===== src/rtl/integral_image_builder.sv =====
// Streaming integral-image generator for one 160x120 frame of 4-bit pixels.
// Two-stage pipeline: row accumulation, then add the previous row's integral from a line buffer.
module integral_image_builder #(
    parameter int II_WIDTH    = 160,
    parameter int II_HEIGHT   = 120,
    parameter int PIXEL_WIDTH = 4,
    parameter int DATA_WIDTH  = 21,
    parameter int ADDR_WIDTH  = 15
) (
    input  logic                   clk,
    input  logic                   rst,
    input  logic                   frame_start,
    input  logic                   pixel_valid,
    input  logic [PIXEL_WIDTH-1:0] pixel_in,
    output logic                   wr_en,
    output logic [ADDR_WIDTH-1:0]  wr_addr,
    output logic [DATA_WIDTH-1:0]  wr_data,
    output logic                   frame_done,
    output logic                   frame_ready
);

    localparam int XW     = $clog2(II_WIDTH);
    localparam int YW     = $clog2(II_HEIGHT);
    localparam int STAGES = 2;

    typedef enum logic {IDLE, FILL} state_t;

    state_t                 state, state_nxt;
    logic [XW-1:0]          x, cur_x, s1_x;
    logic [YW-1:0]          y, cur_y, s1_y;
    logic [ADDR_WIDTH-1:0]  addr, cur_addr, s1_addr;
    logic [DATA_WIDTH-1:0]  rowsum, lb_rd, ii_val;
    logic [STAGES:1]        vld_pipe;
    logic                   s1_last;
    logic                   accept, x_last, y_last, px_last, commit;

    logic [DATA_WIDTH-1:0]  lb [II_WIDTH];

    // frame_start forces the current coordinate to (0,0) so a same-cycle pixel opens the new frame
    always_comb begin
        accept   = pixel_valid & (frame_start | (state == FILL));
        cur_x    = frame_start ? '0 : x;
        cur_y    = frame_start ? '0 : y;
        cur_addr = frame_start ? '0 : addr;
        x_last   = (cur_x == XW'(II_WIDTH - 1));
        y_last   = (cur_y == YW'(II_HEIGHT - 1));
        px_last  = x_last & y_last;
    end

    always_comb begin
        state_nxt = state;
        if (frame_start)
            state_nxt = FILL;
        if (accept && px_last)
            state_nxt = IDLE;
    end

    always_ff @(posedge clk or negedge rst) begin
        if (!rst)
            state <= IDLE;
        else
            state <= state_nxt;
    end

    // Stage 1: coordinate counters and row accumulation
    always_ff @(posedge clk or negedge rst) begin
        if (!rst) begin
            x           <= '0;
            y           <= '0;
            addr        <= '0;
            rowsum      <= '0;
            s1_x        <= '0;
            s1_y        <= '0;
            s1_addr     <= '0;
            s1_last     <= 1'b0;
            vld_pipe[1] <= 1'b0;
        end else begin
            vld_pipe[1] <= accept;
            if (accept) begin
                x       <= x_last ? '0 : cur_x + 1'b1;
                y       <= x_last ? (y_last ? '0 : cur_y + 1'b1) : cur_y;
                addr    <= px_last ? '0 : cur_addr + 1'b1;
                rowsum  <= (cur_x == '0 ? '0 : rowsum) + DATA_WIDTH'(pixel_in);
                s1_x    <= cur_x;
                s1_y    <= cur_y;
                s1_addr <= cur_addr;
                s1_last <= px_last;
            end else if (frame_start) begin
                x      <= '0;
                y      <= '0;
                addr   <= '0;
                rowsum <= '0;
            end
        end
    end

    // Row 0 has no previous row, so the stale buffer contents are masked instead of cleared
    assign lb_rd  = lb[s1_x];
    assign ii_val = rowsum + ((s1_y == '0) ? '0 : lb_rd);
    // A stage-1 pixel of an aborted frame must not reach the buffer
    assign commit = vld_pipe[1] & ~frame_start;

    always_ff @(posedge clk) begin
        if (commit)
            lb[s1_x] <= ii_val;
    end

    // Stage 2: registered buffer write port
    always_ff @(posedge clk or negedge rst) begin
        if (!rst) begin
            vld_pipe[2] <= 1'b0;
            wr_addr     <= '0;
            wr_data     <= '0;
            frame_done  <= 1'b0;
            frame_ready <= 1'b0;
        end else begin
            vld_pipe[2] <= commit;
            frame_done  <= commit & s1_last;
            if (commit) begin
                wr_addr <= s1_addr;
                wr_data <= ii_val;
            end
            if (frame_start)
                frame_ready <= 1'b0;
            else if (commit && s1_last)
                frame_ready <= 1'b1;
        end
    end

    assign wr_en = vld_pipe[STAGES];

endmodule


===== config.mk =====
export PLATFORM = sky130hd
export DESIGN_NAME = integral_image_builder
export DESIGN_NICKNAME = d
export VERILOG_FILES = /design/src/rtl/integral_image_builder.sv
export SDC_FILE = /design/constraint.sdc
export NUM_CORES = 2
export LEC_CHECK = 0
export CORE_AREA = 2 2 478 480
export CTS_BUF_LIST = sky130_fd_sc_hd__clkbuf_2
export DETAILED_ROUTE_END_ITERATION = 10
export DIE_AREA = 0 0 480 482
export GPL_TIMING_DRIVEN = 0
export HOLD_SLACK_MARGIN = 0.06
export PLACE_DENSITY = 0.83
export SYNTH_ARGS = -nofsm -noshare
export SYNTH_HDL_FRONTEND = slang
export SYNTH_SLANG_ARGS = --single-unit

===== constraint.sdc =====
create_clock -name clk -period 23 [get_ports clk]
set_clock_uncertainty 0.1 [all_clocks]
set_input_delay 4.6 -clock clk [delete_from_list [all_inputs] [get_ports clk]]
set_output_delay 4.6 -clock clk [all_outputs]
set_load 0.02 [all_outputs]

==> impl_metrics.tcl <==
set metrics [dict create \
    crit_top_cell "buf_2" \
    numCtsBuffers 814 \
    power_frac_seq 0.588 \
    postCtsSetupBuffers 0 \
    wl_mm 387.7 \
    cp_top_family "buffers and inverters" \
    core_area_um2 226400 \
    crit_chain "clkbuf_1 > buf_2 > buf_2 > buf_2 > buf_2 > clkbuf_1 > mux4_2 > nor2b_1 > nor4_1 > a21oi_1 > ha_1 > nand4_1 > nor2_1 > nand2_1 > o22ai_1 > o41ai_1 > o21ai_0 > xor2_4 > buf_12 > buf_12" \
    nets 6881 \
    fmax_mhz 103.1 \
    synth_area_um2 134900 \
    clkPwrFrac 0.332 \
    io_pins 47 \
    p_leak_nw 46.42 \
    end_kind "register" \
    grt_pass1_wl_mm 537.1 \
    initial_utilization 0.5957 \
    cts.htree.levels 6 \
    vias 72365 \
    yosysSeqAreaShare 0.7709 \
    ant_nets 0 \
    rsz0062_at_grt "false" \
    combPwrFrac 0.080 \
    dp_hpwl_mm 250.8 \
    max_stage_delay_ns 1.25 \
    hold_path_class "register to register" \
    status "finished with violations" \
    clock_latency_ns 2.12 \
    final_cell_mix "edfxtp_1, clkbuf_2, mux4_2" \
    hp-start "s1_addr[6]" \
    cts_resized 0 \
    setup_viol 0 \
    ctsHoldBuffers 0 \
    via_per_inst 6.906 \
    die_w_um 480 \
    synthArstFlopShare 0.03531 \
    final_cell_area_um2 150300 \
    ys_types 64 \
    route.detailed.drc 0 \
    antenna_found_initial 28 \
    cts-root-buf "clkbuf_2" \
    swShare 0.2561 \
    fill_cells 13566 \
    rr_startpoint "s1_x[3]" \
    dieHeight_um 482 \
    grt_max_degree 100 \
    syn_nets 5855 \
    track_usage 0.3374 \
    final_common_cell "edfxtp_1" \
    grt_pass1_vias 72662 \
    die_area_um2 231400 \
    crit_fanout 47 \
    gp_congestion 0.9744 \
    syn_avg_cell_area_um2 23.19 \
    crit_type "register to register" \
    dr.pass1.iters 9 \
    clock_path_buffers 4 \
    slew_headroom -0.09518 \
    crit_buf_inv 8 \
    crit_slowest_cell "clkbuf_1" \
    worstSetupStartpointType "register" \
    wl_per_cell_um 36.99 \
    ys_warn_count 0 \
    p_int_mw 8.764 \
    cts_tree "yes" \
    arrival_ns 11.42 \
    startpoint "s1_x[3]" \
    finalCritPeriodShare 0.4218 \
    fin_setup_tns_ns 0 \
    worst_slew_pin_slew_ns 1.643 \
    finalMaxSlewViolations 65 \
    p_sw_mw 3.017 \
    violations "capacitance limit, slew limit" \
    power_density_nw_per_um2 78.38 \
    drv_cap 10 \
    syn2layout_area_growth_pct 11.45 \
    hold_ws_ns 0.3865 \
    ys_seq_elements 3483 \
    cts_num_sinks 3483 \
    portBuffers 46 \
    fin_crit_ns 9.702 \
    ys.flop_type "edfxtp_1" \
    gr-total-overflow 0 \
    drt_iter0_markers 12947 \
    rows 175 \
    synth_edf_count 3360 \
    ir_drop_v 0.00006281 \
    clk_pin_slew_ns 0.11 \
    layout-drive-gt1-share 0.3804 \
    hold_viol 0 \
    synthCells 5817 \
    postPlaceCellArea_um2 143100 \
    required_ns 24.72 \
]
-- registers in the layout, summed over array words and instances (netlist names), 8 cells and up --
register  count
lb         3360
rowsum       21
wr_data      21
addr         15
s1_addr      15
wr_addr      15
s1_x          8
x             8
-- power by group through the flow --
| stage | registers, mW | logic [mW] | clock network (mW) |
|---|---|---|---|
| 2_1_floorplan | 7.09 | 0.546 | 0 |
| 3_3_place_gp | 7.10 | 0.854 | 0 |
| 3_5_place_dp | 7.07 | 0.911 | 0 |
| 4_1_cts | 6.93 | 0.915 | 3.90 |
| 5_1_grt | 6.93 | 0.955 | 4.20 |
| 6_report | 6.93 | 0.944 | 3.91 |
-- synth_stat cells, types with 27 or more instances --
library cell	number	share of area
edfxtp_1	3360	0.75
mux4_2	1061	0.18
nor2_1	213	0.0059
nand2_1	207	0.0058
dfrtp_1	123	0.023
clkbuf_1	119	0.0033
buf_2	109	0.0040
o21ai_0	56	0.0021
mux2i_1	44	0.0033
nand3_1	43	0.0016
buf_1	41	0.0011
nand2b_1	32	0.0015
a21oi_1	30	0.0011
ha_1	28	0.0026
nor2b_1	27	0.0013
-- layout make-up --
| class | instances | area, µm² | area share |
|---|---|---|---|
| sequential | 3483 | 104000 | 0.6917 |
| tap | 3009 | 3765 | 0.02505 |
| timing repair buffer | 210 | 3286 | 0.02186 |
| clock inverter | 233 | 1154 | 0.007675 |
| inverter | 26 | 97.59 | 0.0006493 |
| clock buffer | 1190 | 5956 | 0.03962 |
| buffer | 309 | 1525 | 0.01015 |
| multi-input combinational | 1999 | 30500 | 0.2029 |
| antenna | 20 | 50.05 | 0.0003330 |
-- worst min-delay path: cells and delay by family (launching register included) --
family / cells / cell delay, ns
DFF: 1 / 0.36
and+or+nand+nor: 2 / 0.10
-- final timing paths --
path	endpoint	slack (ns)	depth (start not counted)
min in group asynchronous	s1_y[3]	2.36	1
max reg2reg	lb[99][19]	13.30	20
max in group asynchronous	x[0]	19.64	2
min	wr_addr[6]	0.39	2
max	lb[99][19]	13.30	20
min reg2reg	wr_addr[6]	0.39	2
-- layer usage --
metal  global-route usage  routed length (µm)
met1               0.4198              122200
met2               0.5123              179700
met3               0.1318               59480
met4               0.1890               25710
met5             0.008987                 578
-- through the flow --
stage	std cells	power, mW	setup WS, ns	util
floorplan	5817	7.635	11.42	-
CTS	10457	11.74	13.75	0.6635
finish	10479	11.78	13.30	0.6639
global placement	8872	7.958	3.659	0.6144
global route	10470	12.08	13.28	0.6638
detailed placement	9034	7.985	12.43	0.6321
-- cell families (layout without fill, tap and decap cells) --
| kind of cell | count (synthesis) | count (layout) | synth area share |
|---|---|---|---|
| compound gates | 204 | 204 | 0.009611 |
| simple gates | 602 | 602 | 0.01995 |
| mux | 1124 | 1124 | 0.1820 |
| fa+ha+maj | 30 | 30 | 0.002894 |
| xor+xnor | 39 | 39 | 0.002635 |
| other cells | 0 | 20 | 0 |
| buf+inv | 335 | 1968 | 0.01198 |
| flops | 3483 | 3483 | 0.7709 |
No activity file was read; power rests on OpenSTA's default activity.
